### src/rtl/mem_bus_master_if.sv
`default_nettype none
// ============================================================================
// Module      : mem_bus_master_if
// Description : Signal bundle between the cores, the memory-bus initiator and
//               the data RAM pins.
//   Core side : REQ, REQ_WR, REQ_ADDR, REQ_WDATA (packed per core), ACK,
//               RDATA, ERR
//   RAM side  : ADDBUS, DATAIN, WR, RD (to RAM), DATAOUT (from RAM)
//   master    : view taken by mem_bus_master
//   slave     : view taken by cores/RAM (the environment)
// Revision    : 1.0 - initial release
// ============================================================================
interface mem_bus_master_if #(
    parameter int NUM_CORES = 4,
    parameter int ADDR_W    = 16,
    parameter int DATA_W    = 16
);
    logic [NUM_CORES-1:0]        REQ;
    logic [NUM_CORES-1:0]        REQ_WR;
    logic [NUM_CORES*ADDR_W-1:0] REQ_ADDR;
    logic [NUM_CORES*DATA_W-1:0] REQ_WDATA;
    logic [NUM_CORES-1:0]        ACK;
    logic [DATA_W-1:0]           RDATA;
    logic                        ERR;
    logic [ADDR_W-1:0]           ADDBUS;
    logic [DATA_W-1:0]           DATAIN;
    logic                        WR;
    logic                        RD;
    logic [DATA_W-1:0]           DATAOUT;

    modport master (
        input  REQ, REQ_WR, REQ_ADDR, REQ_WDATA, DATAOUT,
        output ACK, RDATA, ERR, ADDBUS, DATAIN, WR, RD
    );

    modport slave (
        output REQ, REQ_WR, REQ_ADDR, REQ_WDATA, DATAOUT,
        input  ACK, RDATA, ERR, ADDBUS, DATAIN, WR, RD
    );
endinterface
`default_nettype wire

### src/rtl/mem_bus_master.sv
`default_nettype none
// ============================================================================
// Module      : mem_bus_master
// Description : Round-robin initiator for the shared data-memory bus. Grants
//               one core at a time, sequences the RAM pins so the address is
//               stable a full cycle before a one-cycle WR/RD strobe, and
//               returns a one-cycle ACK (with RDATA/ERR) to the granted core.
//   clk       : system clock, rising edge
//   rst_n     : asynchronous active-low reset
//   bus       : mem_bus_master_if.master (core handshake + RAM pins)
// Revision    : 1.0 - initial release
// ============================================================================
module mem_bus_master #(
    parameter int NUM_CORES = 4,
    parameter int ADDR_W    = 16,
    parameter int DATA_W    = 16,
    parameter int MEM_DEPTH = 1024
) (
    input  wire logic            clk,
    input  wire logic            rst_n,
    mem_bus_master_if.master     bus
);

    localparam int ID_W = (NUM_CORES > 1) ? $clog2(NUM_CORES) : 1;

    localparam logic [2:0] IDLE  = 3'd0;
    localparam logic [2:0] SETUP = 3'd1;
    localparam logic [2:0] WRITE = 3'd2;
    localparam logic [2:0] READ  = 3'd3;
    localparam logic [2:0] RESP  = 3'd4;

    // One extra bit so the range check also works when MEM_DEPTH == 2**ADDR_W.
    localparam logic [ADDR_W:0]    DEPTH_LIM = (ADDR_W+1)'(MEM_DEPTH);
    localparam logic [NUM_CORES-1:0] ACK_ONE = {{(NUM_CORES-1){1'b0}}, 1'b1};

    // ------------------------------------------------------------------
    // Registers
    // ------------------------------------------------------------------
    logic [2:0]           state_q,  state_d;
    logic [ID_W-1:0]      ptr_q,    ptr_d;
    logic [ID_W-1:0]      id_q,     id_d;
    logic                 wr_op_q,  wr_op_d;
    logic [ADDR_W-1:0]    addbus_q, addbus_d;
    logic [DATA_W-1:0]    datain_q, datain_d;
    logic                 wr_q,     wr_d;
    logic                 rd_q,     rd_d;
    logic [NUM_CORES-1:0] ack_q,    ack_d;
    logic [DATA_W-1:0]    rdata_q,  rdata_d;
    logic                 err_q,    err_d;

    // ------------------------------------------------------------------
    // Per-core views of the packed request buses
    // ------------------------------------------------------------------
    logic [ADDR_W-1:0] w_addr_arr  [NUM_CORES];
    logic [DATA_W-1:0] w_wdata_arr [NUM_CORES];

    for (genvar g = 0; g < NUM_CORES; g++) begin : g_unpack
        assign w_addr_arr[g]  = bus.REQ_ADDR[g*ADDR_W +: ADDR_W];
        assign w_wdata_arr[g] = bus.REQ_WDATA[g*DATA_W +: DATA_W];
    end

    // ------------------------------------------------------------------
    // Round-robin pick: first requester after the last granted core
    // ------------------------------------------------------------------
    logic            w_found;
    logic [ID_W-1:0] w_gnt_id;
    logic [ID_W-1:0] w_idx;

    always_comb begin
        w_found  = 1'b0;
        w_gnt_id = '0;
        w_idx    = '0;
        for (int i = 1; i <= NUM_CORES; i++) begin
            w_idx = ID_W'((int'(ptr_q) + i) % NUM_CORES);
            if (!w_found && bus.REQ[w_idx]) begin
                w_found  = 1'b1;
                w_gnt_id = w_idx;
            end
        end
    end

    logic [ADDR_W-1:0] w_gnt_addr;
    logic              w_addr_bad;

    assign w_gnt_addr = w_addr_arr[w_gnt_id];
    assign w_addr_bad = ({1'b0, w_gnt_addr} >= DEPTH_LIM);

    // ------------------------------------------------------------------
    // Next-state logic. Strobes and ACK default low so each is a single
    // cycle pulse set only on the transition into its owning state.
    // ------------------------------------------------------------------
    always_comb begin
        state_d  = state_q;
        ptr_d    = ptr_q;
        id_d     = id_q;
        wr_op_d  = wr_op_q;
        addbus_d = addbus_q;
        datain_d = datain_q;
        wr_d     = 1'b0;
        rd_d     = 1'b0;
        ack_d    = '0;
        rdata_d  = rdata_q;
        err_d    = err_q;

        case (state_q)
            IDLE: begin
                if (w_found) begin
                    id_d    = w_gnt_id;
                    ptr_d   = w_gnt_id;
                    wr_op_d = bus.REQ_WR[w_gnt_id];
                    if (w_addr_bad) begin
                        // Rejected: answer straight away, RAM pins untouched.
                        state_d = RESP;
                        ack_d   = ACK_ONE << w_gnt_id;
                        err_d   = 1'b1;
                    end else begin
                        state_d  = SETUP;
                        addbus_d = w_gnt_addr;
                        datain_d = w_wdata_arr[w_gnt_id];
                    end
                end
            end
            SETUP: begin
                // Address has been stable for this whole cycle; strobe next.
                wr_d    = wr_op_q;
                rd_d    = !wr_op_q;
                state_d = wr_op_q ? WRITE : READ;
            end
            WRITE: begin
                state_d = RESP;
                ack_d   = ACK_ONE << id_q;
                err_d   = 1'b0;
            end
            READ: begin
                state_d = RESP;
                ack_d   = ACK_ONE << id_q;
                err_d   = 1'b0;
                rdata_d = bus.DATAOUT;
            end
            RESP: begin
                state_d = IDLE;
            end
            default: begin
                state_d = IDLE;
            end
        endcase
    end

    always_ff @(posedge clk or negedge rst_n) begin
        if (!rst_n) begin
            state_q  <= IDLE;
            ptr_q    <= ID_W'(NUM_CORES - 1);
            id_q     <= '0;
            wr_op_q  <= 1'b0;
            addbus_q <= '0;
            datain_q <= '0;
            wr_q     <= 1'b0;
            rd_q     <= 1'b0;
            ack_q    <= '0;
            rdata_q  <= '0;
            err_q    <= 1'b0;
        end else begin
            state_q  <= state_d;
            ptr_q    <= ptr_d;
            id_q     <= id_d;
            wr_op_q  <= wr_op_d;
            addbus_q <= addbus_d;
            datain_q <= datain_d;
            wr_q     <= wr_d;
            rd_q     <= rd_d;
            ack_q    <= ack_d;
            rdata_q  <= rdata_d;
            err_q    <= err_d;
        end
    end

    assign bus.ADDBUS = addbus_q;
    assign bus.DATAIN = datain_q;
    assign bus.WR     = wr_q;
    assign bus.RD     = rd_q;
    assign bus.ACK    = ack_q;
    assign bus.RDATA  = rdata_q;
    assign bus.ERR    = err_q;

endmodule
`default_nettype wire

### src/flat_wrapper.sv
// flat-port wrapper written by rule: the top's interface ports become plain ports
module mem_bus_master_flat 
#(
    parameter int NUM_CORES = 4,
    parameter int ADDR_W    = 16,
    parameter int DATA_W    = 16,
    parameter int MEM_DEPTH = 1024
)
  (clk, rst_n, bus_REQ, bus_REQ_WR, bus_REQ_ADDR, bus_REQ_WDATA, bus_DATAOUT, bus_ACK, bus_RDATA, bus_ERR, bus_ADDBUS, bus_DATAIN, bus_WR, bus_RD);
  mem_bus_master_if #(.NUM_CORES(NUM_CORES), .ADDR_W(ADDR_W), .DATA_W(DATA_W)) bus_i ();
  input  wire logic clk;
  input  wire logic rst_n;
  input wire logic [$bits(bus_i.REQ)-1:0] bus_REQ;
  input wire logic [$bits(bus_i.REQ_WR)-1:0] bus_REQ_WR;
  input wire logic [$bits(bus_i.REQ_ADDR)-1:0] bus_REQ_ADDR;
  input wire logic [$bits(bus_i.REQ_WDATA)-1:0] bus_REQ_WDATA;
  input wire logic [$bits(bus_i.DATAOUT)-1:0] bus_DATAOUT;
  output wire logic [$bits(bus_i.ACK)-1:0] bus_ACK;
  output wire logic [$bits(bus_i.RDATA)-1:0] bus_RDATA;
  output wire logic [$bits(bus_i.ERR)-1:0] bus_ERR;
  output wire logic [$bits(bus_i.ADDBUS)-1:0] bus_ADDBUS;
  output wire logic [$bits(bus_i.DATAIN)-1:0] bus_DATAIN;
  output wire logic [$bits(bus_i.WR)-1:0] bus_WR;
  output wire logic [$bits(bus_i.RD)-1:0] bus_RD;
  assign bus_i.REQ = bus_REQ;
  assign bus_i.REQ_WR = bus_REQ_WR;
  assign bus_i.REQ_ADDR = bus_REQ_ADDR;
  assign bus_i.REQ_WDATA = bus_REQ_WDATA;
  assign bus_i.DATAOUT = bus_DATAOUT;
  assign bus_ACK = bus_i.ACK;
  assign bus_RDATA = bus_i.RDATA;
  assign bus_ERR = bus_i.ERR;
  assign bus_ADDBUS = bus_i.ADDBUS;
  assign bus_DATAIN = bus_i.DATAIN;
  assign bus_WR = bus_i.WR;
  assign bus_RD = bus_i.RD;
  mem_bus_master #(.NUM_CORES(NUM_CORES), .ADDR_W(ADDR_W), .DATA_W(DATA_W), .MEM_DEPTH(MEM_DEPTH)) u_core (.clk(clk), .rst_n(rst_n), .bus(bus_i));
endmodule
### config.mk
export PLATFORM = sky130hd
export DESIGN_NAME = mem_bus_master_flat
export DESIGN_NICKNAME = d
export VERILOG_FILES = /design/src/rtl/mem_bus_master_if.sv /design/src/rtl/mem_bus_master.sv /design/src/flat_wrapper.sv
export SDC_FILE = /design/constraint.sdc
export NUM_CORES = 1
export LEC_CHECK = 0
export ABC_AREA = 1
export CELL_PAD_IN_SITES_DETAIL_PLACEMENT = 0
export CELL_PAD_IN_SITES_GLOBAL_PLACEMENT = 2
export CORE_MARGIN = 5
export CORE_UTILIZATION = 18
export DETAILED_ROUTE_END_ITERATION = 12
export GPL_ROUTABILITY_DRIVEN = 1
export PLACE_DENSITY_LB_ADDON = 0.1
export SLEW_MARGIN = 0
export SYNTH_ARGS = -nofsm -noshare
export SYNTH_HDL_FRONTEND = slang
export SYNTH_SLANG_ARGS = --single-unit
### constraint.sdc
create_clock -name clk -period 2.5 [get_ports clk]
set_input_delay 0.375 -clock clk [delete_from_list [all_inputs] [get_ports clk]]
set_output_delay 0.375 -clock clk [all_outputs]
set_load 0.05 [all_outputs]
==> out/results.tsv, run 1 <==
metric	value	unit
num rows	52	
IO Count	209	
fraction of the cycle the final worst path needs	105.5	%
number of antenna violations at the first check in global routing	0	
Synth Flop Type	dfrtp_1	
Worst IR Drop VDD	0.6800	mV
max-cap violation count	0	
core box area	20040	um2
GPL Wtd Cong	0.7680	
cell taking the most area after synthesis	dfrtp_1	
GR Util All Layers	12.69	%
DRT Pass-1 Iters	4	
yosys warns	0	
die width	151.9	um
fmax	379.3	MHz
CP top delay family	simple AND/OR/NAND/NOR gates	
Highest Signal Layer	met4	
Seq cells post-synth	63	
fraction of layout cells with a size suffix above 1	21.43	%
Sequential Power Share	13.3	%
Starting Density	18.09	%
total clock sinks	63	
vias in the first global route	4218	
Synth top area share	42.11	%
cell area power density	1611	nW/um2
failing checks	setup timing	
worst slew margin relative to its limit	53.85	%
Hold/Removal Path Class	in2async	
most used cell, CP	nand2_1	
status	finished with violations	
RSZ-0062 raised after global routing	yes	
critical path arrival	2.85	ns
Mapped Area	3625	um2
Sw Pwr	5.607	mW
asr flop ratio synth	100.0	%
Cell variety after synth	30	
most frequent cells in the layout	207 x clkdlybuf4s50_1, 164 x nand2_1, 61 x dfrtp_1, 37 x nand3_1, 34 x nand4_1	
sequential share of the synthesized area	43.56	%
worst hold slack	0.02384	ns
max-slew violation count	0	
routed vias/inst	4.139	
Cells after Synth	469	
worst slew pin tran	0.6906	ns
WP data required	2.72	ns
CTS Hold Bufs	0	
Comb pwr share	74.3	%
internal power	5.574	mW
die area	23080	um2
Worst path slowest cell	dfstp_2	
clock latency on the worst-skew pair	0.33	ns
cell at the root of the clock tree	clkbuf_16	
largest net degree at the start of global routing	29	
Crit Path Max Fanout	12	
CP peak stage delay	0.62	ns
Area contributors post-synth	dfrtp_1 42%, nand2_1 20%, nand4_1 5.9%, nand3_1 5.8%, a22oi_1 5.4%	
met3 wire len	791	um
CTS Buf Count	9	
final instance area	6942	um2
CP bufs+invs	3	
Worst Skew	0.002764	ns
crit path time final	2.636	ns
first-pass GRT wire length	23520	um
Post-synth EDFFs	0	
fin nets	863	
clock slew at reported path FFs	0.06	ns
commonest non-fill, non-tap cell in the layout	clkdlybuf4s50_1	
routed length on met1	6774	um
vias	4077	
DRT antenna net count	0	
DRT Wirelength	15200	um
fin util	34.64	%
WL/cell	15.43	um
# DRC	0	
DP Worst Slack	-0.4811	ns
Max Buffers Root-to-Sink	2	
Critical Path, Cell by Cell	clkinv_4, nand2_2, nand2_4, nand2_4, nand2_4, nor2_4, nand3_4, buf_6, nand4_1, nand2_1, nand2_1, nand2_1, nor2_2, and2_4, nand3_4, clkbuf_16, nand2_1, nand2_1	
post-synthesis average cell area	7.729	um2
Setup violations, final	38	
DP Area	6192	um2
CP Class	reg2reg	
Post-Syn Nets	623	
Lkg Pwr	3.116	nW
CTS tree	done	
port bufs	208	
area grow syn2layout	91.51	%
Worst setup SP type	register	
total power	11.18	mW
setup ws final	-0.1364	ns
HPWL Detailed	11730	um
met2 routed WL	7378	um
H-tree Lvls	3	
Worst Setup End Kind	register	
Clock power frac	12.4	%
grt ovf	0	
First DRT Iteration DRCs	144	
final hold violations	0	
Die H	151.9	um
sw frac	50.14	%
-- worst reg2reg max path, stage by stage (launching register included) --
cell and delay, ns:
dfstp_2 0.62, clkinv_4 0.12, nand2_2 0.09, nand2_4 0.06, nand2_4 0.08, nand2_4 0.06, nor2_4 0.17, nand3_4 0.15
buf_6 0.16, nand4_1 0.08, nand2_1 0.05, nand2_1 0.05, nand2_1 0.06, nor2_2 0.13, and2_4 0.20, nand3_4 0.12
clkbuf_16 0.21, nand2_1 0.06, nand2_1 0.05
-- per-layer routing --
metal	vias to the layer above	global-route usage (%)
met5	-	0
li1	2045	-
met4	0	3.467
met1	1893	16.17
met2	126	21.10
met3	13	3.612
-- final timing paths --
| path | startpoint | to | slack, ns | depth (start not counted) |
|---|---|---|---|---|
| min | rst_n | u_core.bus.RDATA[9]$_DFFE_PN0N_ | 0.02 | 1 |
| max in group asynchronous | rst_n | u_core.ptr_q[0]$_DFFE_PN1P_ | 1.78 | 2 |
| min in group clk | u_core.wr_op_q$_DFFE_PN0P_ | u_core.bus.RD$_DFF_PN0_ | 0.45 | 1 |
| max | u_core.ptr_q[0]$_DFFE_PN1P_ | u_core.bus.DATAIN[12]$_DFFE_PN0P_ | -0.14 | 18 |
| min reg2reg | u_core.wr_op_q$_DFFE_PN0P_ | u_core.bus.RD$_DFF_PN0_ | 0.45 | 1 |
| max reg2reg | u_core.ptr_q[0]$_DFFE_PN1P_ | u_core.bus.DATAIN[12]$_DFFE_PN0P_ | -0.14 | 18 |
-- area by class of cell --
class                   instances  area, um2
multi-input cells             349       1991
inverters                      30      117.6
flip-flops and latches         63       1579
repair buffers                256       2582
diodes                          1      2.502
well taps                     270      337.8
clock buffers                  10      239.0
fillers                      2141      13100
clock inverters                 6      92.59
-- state kept, by name (all words and copies together) (netlist names) --
| name | count |
|---|---|
| u_core.bus.ERR | 1 |
| u_core.state_q | 3 |
| u_core.bus.RD | 1 |
| u_core.bus.RDATA | 16 |
| u_core.wr_op_q | 1 |
| u_core.bus.WR | 1 |
| u_core.bus.DATAIN | 16 |
| u_core.bus.ADDBUS | 16 |
| u_core.ptr_q | 2 |
| u_core.id_q | 2 |
| u_core.bus.ACK | 4 |
-- metrics by stage --
step	TNS [ns]	std cells
global route	-11.98	984
global placement	-14.59	952
floorplan	0	469
CTS	-1.018	977
finish	-3.903	985
detailed placement	-17.96	952
-- power groups by stage --
stage                     sequential (mW)  clock [mW]  combinational, mW
after floorplan                      2.19           0               3.71
after global placement               1.50           0               7.25
after detailed placement             1.50           0               7.23
after CTS                            1.49        1.44               7.71
after global routing                 1.52        1.49               9.09
final                                1.49        1.39               8.30
-- cell usage after synthesis, drive strengths merged (2+ instances only) --
cell    number
clkbuf       6
nand4       34
buf         22
a22oi       26
mux2        16
nand3       47
o21ai        5
nor2        13
dfrtp       61
nor3         2
or2          4
inv         28
clkinv       2
dfstp        2
nand2      196
a21oi        2
-- repair_timing --
| item | CTS | global route |
|---|---|---|
| buffers inserted | 8 | 6 |
| gates cloned | 1 | 1 |
| gates resized for setup | 29 | 42 |
| endpoints found under the setup margin | 40 | 40 |
| pin swaps | 6 | 8 |
-- cell families after synthesis --
family,count (synthesis),share of synthesized area (%)
AND/OR/NAND/NOR,298,37.25
flip-flops,63,43.56
buffers and inverters,58,7.663
AO/OA/AOI/OAI,34,6.559
multiplexers,16,4.971
Power figures use the tool's default switching activity.
==> inputs of run 2 (changes only) <==
==> constraint.sdc (replaced) <==
create_clock -name clk -period 2.2 [get_ports clk]
set_input_delay 0.33 -clock clk [delete_from_list [all_inputs] [get_ports clk]]
set_output_delay 0.33 -clock clk [all_outputs]
set_load 0.05 [all_outputs]
==> run 2 against run 1 <==
  * The flow still finishes with violations (setup timing)
  * Combinational power increased by 36%
  * Non-clock buffer count increased by 22
  * Clock skew increased by 0.0027 ns
  * Sequential power increased by 13%
  * Highest routed layer unchanged
  * Fmax increased by 3.3%
  * Clock power increased by 10%
  * Routed wire length increased by 7.1%
  * Largest power group unchanged
  * Cell count increased by 2.1%
==> out/results.tsv, run 2 (synthesis gave the netlist of run 1 again) <==
metric	value	unit
Clock power frac	10.5	%
Worst Setup End Kind	register	
total clock sinks	63	
die area	23080	um2
CTS Hold Bufs	0	
fraction of layout cells with a size suffix above 1	26.77	%
port bufs	208	
WP data required	2.42	ns
# fillers	2115	
final hold violations	0	
HPWL Detailed	11710	um
sw frac	48.25	%
setup ws final	-0.3516	ns
Worst setup SP type	register	
area grow syn2layout	102.1	%
H-tree Lvls	3	
max-cap violation count	0	
clock latency on the worst-skew pair	0.33	ns
First DRT Iteration DRCs	143	
Comb pwr share	77.8	%
DRT antenna net count	0	
Die H	151.9	um
fmax	391.9	MHz
CP Class	reg2reg	
status	finished with violations	
commonest non-fill, non-tap cell in the layout	clkdlybuf4s50_1	
largest net degree at the start of global routing	31	
WL/cell	16.18	um
Crit Path Max Fanout	13	
# DRC	0	
CTS tree	done	
critical path arrival	2.77	ns
GPL Wtd Cong	0.7612	
Worst Skew	0.005494	ns
Max Buffers Root-to-Sink	2	
num rows	52	
Setup violations, final	43	
DRT Wirelength	16280	um
final instance area	7327	um2
DP Area	6227	um2
DRT Pass-1 Iters	4	
Sequential Power Share	11.6	%
die width	151.9	um
crit path time final	2.552	ns
Starting Density	18.09	%
Worst IR Drop VDD	0.9408	mV
grt ovf	0	
RSZ-0062 raised after global routing	yes	
IO Count	209	
vias	4214	
clock slew at reported path FFs	0.06	ns
GR Util All Layers	13.23	%
fin nets	885	
Setup TNS	-11.92	ns
failing checks	setup timing	
Hold/Removal Path Class	in2async	
CTS Buf Count	9	
max-slew violation count	0	
worst slew margin relative to its limit	55.90	%
fraction of the cycle the final worst path needs	116.0	%
first-pass GRT wire length	24410	um
DP Worst Slack	-0.6485	ns
fin util	36.56	%
Sw Pwr	6.999	mW
routed vias/inst	4.189	
number of antenna violations at the first check in global routing	0	
worst slew pin tran	0.6615	ns
most frequent cells in the layout	207 x clkdlybuf4s50_1, 146 x nand2_1, 61 x dfrtp_1, 40 x buf_4, 38 x nand3_1	
cell area power density	1980	nW/um2
Lkg Pwr	3.323	nW
total power	14.51	mW
vias in the first global route	4313	
internal power	7.507	mW
core box area	20040	um2
ant diodes	0	
cell at the root of the clock tree	clkbuf_16	
run 2: power by group through the flow:
stage          combinational (mW)  sequential, mW  clock [mW]
2_1_floorplan                4.35            2.49           0
3_3_place_gp                 8.36            1.71           0
3_5_place_dp                 8.32            1.71           0
4_1_cts                      10.1            1.67        1.60
5_1_grt                      12.2            1.73        1.63
6_report                     11.3            1.69        1.53
run 2: layer usage:
metal	GRT usage, %	routed length [um]	share of wire, %
met3	3.413	803	4.9
met4	3.339	148	0.91
met1	17.45	7570	47
met2	21.70	7756	48
met5	0	0	0
run 2: worst paths after layout:
path / startpoint / end / slack [ns] / cells after the start
min in group clk: u_core.wr_op_q$_DFFE_PN0P_ / u_core.bus.RD$_DFF_PN0_ / 0.46 / 1
min reg2reg: u_core.wr_op_q$_DFFE_PN0P_ / u_core.bus.RD$_DFF_PN0_ / 0.46 / 1
max: u_core.ptr_q[0]$_DFFE_PN1P_ / u_core.bus.DATAIN[4]$_DFFE_PN0P_ / -0.35 / 19
max reg2reg: u_core.ptr_q[0]$_DFFE_PN1P_ / u_core.bus.DATAIN[4]$_DFFE_PN0P_ / -0.35 / 19
max in group asynchronous: rst_n / u_core.bus.DATAIN[14]$_DFFE_PN0P_ / 1.56 / 2
min: rst_n / u_core.bus.RDATA[6]$_DFFE_PN0N_ / 0.03 / 1
run 2: area by class of cell:
class	count	area, um2	area share (%)
Clock buffer	9	225.2	3.074
Timing Repair Buffer	278	2895	39.52
Multi-Input combinational cell	349	2068	28.23
Inverter	30	123.9	1.691
Sequential cell	63	1579	21.55
Tap cell	270	337.8	4.611
Clock inverter	7	97.59	1.332
run 2: metrics by stage:
step / std cells / hold WS [ns]
floorplan: 469 / 0.03441
global placement: 957 / 0.4123
detailed placement: 957 / 0.4095
finish: 1006 / 0.02658
CTS: 989 / 0.03855
global route: 1006 / 0.06880
run 2: timing repair:
| action | CTS | global route |
|---|---|---|
| endpoints found under the setup margin | 40 | 44 |
| setup buffers | 14 | 12 |
| gates cloned | 3 | 5 |
| pin swaps | 2 | 15 |
| resized for setup | 59 | 60 |
run 2: worst max-delay path, stage by stage, from the launching register on:
cell,delay [ns]
dfstp_2,0.56
buf_12,0.12
inv_8,0.05
nand2_2,0.05
nand2_2,0.06
nand2_2,0.09
nand2_4,0.06
nor2_4,0.12
nand3_4,0.12
buf_6,0.16
nand4_1,0.08
nand2_1,0.06
nand2_1,0.05
nand2_1,0.06
nor2_2,0.13
and2_4,0.20
nand3_4,0.13
clkbuf_16,0.21
nand2_1,0.07
nand2_1,0.04
==> inputs of run 3 (changes only) <==
--- a/config.mk
+++ b/config.mk
@@ -13,6 +13,7 @@
 export DETAILED_ROUTE_END_ITERATION = 12
 export GPL_ROUTABILITY_DRIVEN = 1
 export PLACE_DENSITY_LB_ADDON = 0.1
+export RECOVER_POWER = 25
 export SLEW_MARGIN = 0
 export SYNTH_ARGS = -nofsm -noshare
 export SYNTH_HDL_FRONTEND = slang
==> run 3 against run 2 <==
  * The run still ends with setup timing left
  * Fmax is 0.16% lower
  * Sequential cell count stayed put
  * Clock-buffer cell count is the same
  * Worst hold slack better by 0.32 ns
  * First-iteration DRC count up 5.6%
  * Sequential power about the same
  * Clock power is essentially flat
  * Via count decreased by 0.36%
  * Clock skew is essentially flat
  * Cell count did not move
==> out/results.tsv, run 3 (synthesis gave the netlist of run 1 again) <==
metric	value	unit
worst hold slack	0.3444	ns
WL/cell	16.16	um
crit path from	u_core.ptr_q[0]$_DFFE_PN1P_	
number of antenna violations at the first check in global routing	0	
Max Buffers Root-to-Sink	2	
vias	4199	
Worst Setup End Kind	register	
critical path arrival	2.78	ns
vias in the first global route	4313	
Worst Skew	0.005494	ns
HPWL Detailed	11710	um
CTS Hold Bufs	0	
commonest non-fill, non-tap cell in the layout	clkdlybuf4s50_1	
status	finished with violations	
met3 usage	3.413	%
final hold violations	0	
first-pass GRT wire length	24410	um
DP Cell Count	957	
Levels on crit path	19	
WP data required	2.42	ns
most used cell, CP	nand2_1	
CP top delay family	simple AND/OR/NAND/NOR gates	
cell area power density	1982	nW/um2
DRT Pass-1 Iters	4	
M1 GR Usage	17.45	%
Die H	151.9	um
H-tree Lvls	3	
Critical Path, Cell by Cell	buf_12, inv_8, nand2_2, nand2_2, nand2_2, nand2_4, nor2_4, nand3_4, buf_6, nand4_1, nand2_1, nand2_1, nand2_1, nor2_2, and2_4, nand3_4, clkbuf_16, nand2_1, nand2_1	
CTS Buf Count	9	
die width	151.9	um
max-slew violation count	0	
fraction of the cycle the final worst path needs	116.2	%
fmax	391.3	MHz
failing checks	setup timing	
CP Class	reg2reg	
worst slew margin relative to its limit	0.9261	%
crit path time final	2.556	ns
cell at the root of the clock tree	clkbuf_16	
Starting Density	18.09	%
area grow syn2layout	101.6	%
Hold/Removal Path Class	in2async	
die area	23080	um2
Setup TNS	-12.08	ns
register area	1579	um2
CP peak stage delay	0.56	ns
CTS tree	done	
clock latency on the worst-skew pair	0.33	ns
RSZ-0062 raised after global routing	yes	
# DRC	0	
worst slew pin tran	1.486	ns
num rows	52	
final instance area	7307	um2
routed vias/inst	4.174	
Crit Path Max Fanout	13	
Lkg Pwr	3.311	nW
start of the worst register-to-register path	u_core.ptr_q[0]$_DFFE_PN1P_	
DRT antenna net count	0	
most frequent cells in the layout	207 x clkdlybuf4s50_1, 146 x nand2_1, 61 x dfrtp_1, 39 x buf_4, 38 x nand3_1	
total power	14.48	mW
fin nets	885	
Worst path slowest cell	dfstp_2	
Worst IR Drop VDD	0.9373	mV
grt ovf	0	
r2r worst-path depth	19	
# fillers	2120	
clock slew at reported path FFs	0.06	ns
fraction of layout cells with a size suffix above 1	26.49	%
Worst setup SP type	register	
port bufs	208	
GR peak layer	met2	
max-cap violation count	0	
DRT Wirelength	16260	um
area occupied by multi-input gates	2068	um2
ant diodes	0	
M2 GR Usage	21.70	%
Setup violations, final	43	
largest net degree at the start of global routing	31	
GR Util All Layers	13.23	%
Non-Filler Instances	1006	
First DRT Iteration DRCs	151	
IO Count	209	
total clock sinks	63	
GPL Wtd Cong	0.7612	
core box area	20040	um2
setup ws final	-0.3556	ns
CP bufs+invs	4	
DP Area	6227	um2
## run 3: cell count changes in the layout (fill, tap and decap cells not counted), sizes merged
cell / delta
clkbuf: +2
buf: -2
## run 3: final timing paths
path / endpoint / slack [ns]
min: u_core.bus.RDATA[6]$_DFFE_PN0N_ / 0.34
min in group clk: u_core.bus.RD$_DFF_PN0_ / 0.46
max reg2reg: u_core.bus.DATAIN[4]$_DFFE_PN0P_ / -0.36
max in group asynchronous: u_core.bus.DATAIN[14]$_DFFE_PN0P_ / 0.40
min reg2reg: u_core.bus.RD$_DFF_PN0_ / 0.46
max: u_core.bus.DATAIN[4]$_DFFE_PN0P_ / -0.36
## run 3: layout make-up
type                       instances  area share [%]
multi-input combinational        349           28.30
inverter                          30           1.695
clock buffer                       9           3.082
tap                              270           4.623
clock inverter                     7           1.336
timing repair buffer             278           39.35
sequential                        63           21.61
## run 3: stage by stage
stage	setup slack (ns)	util, %
6_report	-0.3556	36.46
4_1_cts	-0.3146	34.58
5_1_grt	-0.5185	36.46
3_3_place_gp	-0.5951	31.08
2_1_floorplan	-0.1786	-
3_5_place_dp	-0.6485	31.08
## run 3: report_power, final
group | leakage (nW) | total, mW | switching, mW | internal (mW)
clock network | 0.152 | 1.53 | 0.539 | 0.992
logic | 2.36 | 11.3 | 6.25 | 5.01
registers | 0.799 | 1.69 | 0.193 | 1.50
total | 3.31 | 14.5 | 6.98 | 7.50
## run 3: what timing repair did
| item | 4_1_cts | 5_1_grt |
|---|---|---|
| resized for setup | 59 | 60 |
| hold endpoints to repair | 0 | 0 |
| buffers inserted | 14 | 12 |
| endpoints found under the setup margin | 40 | 44 |
| gates cloned | 3 | 5 |
| pin swaps | 2 | 15 |
## run 3: metal layers
layer,wire (um),up-vias
li1,-,2105
met1,7511,1964
met2,7743,119
met3,857,11
met4,148,0
met5,0,-
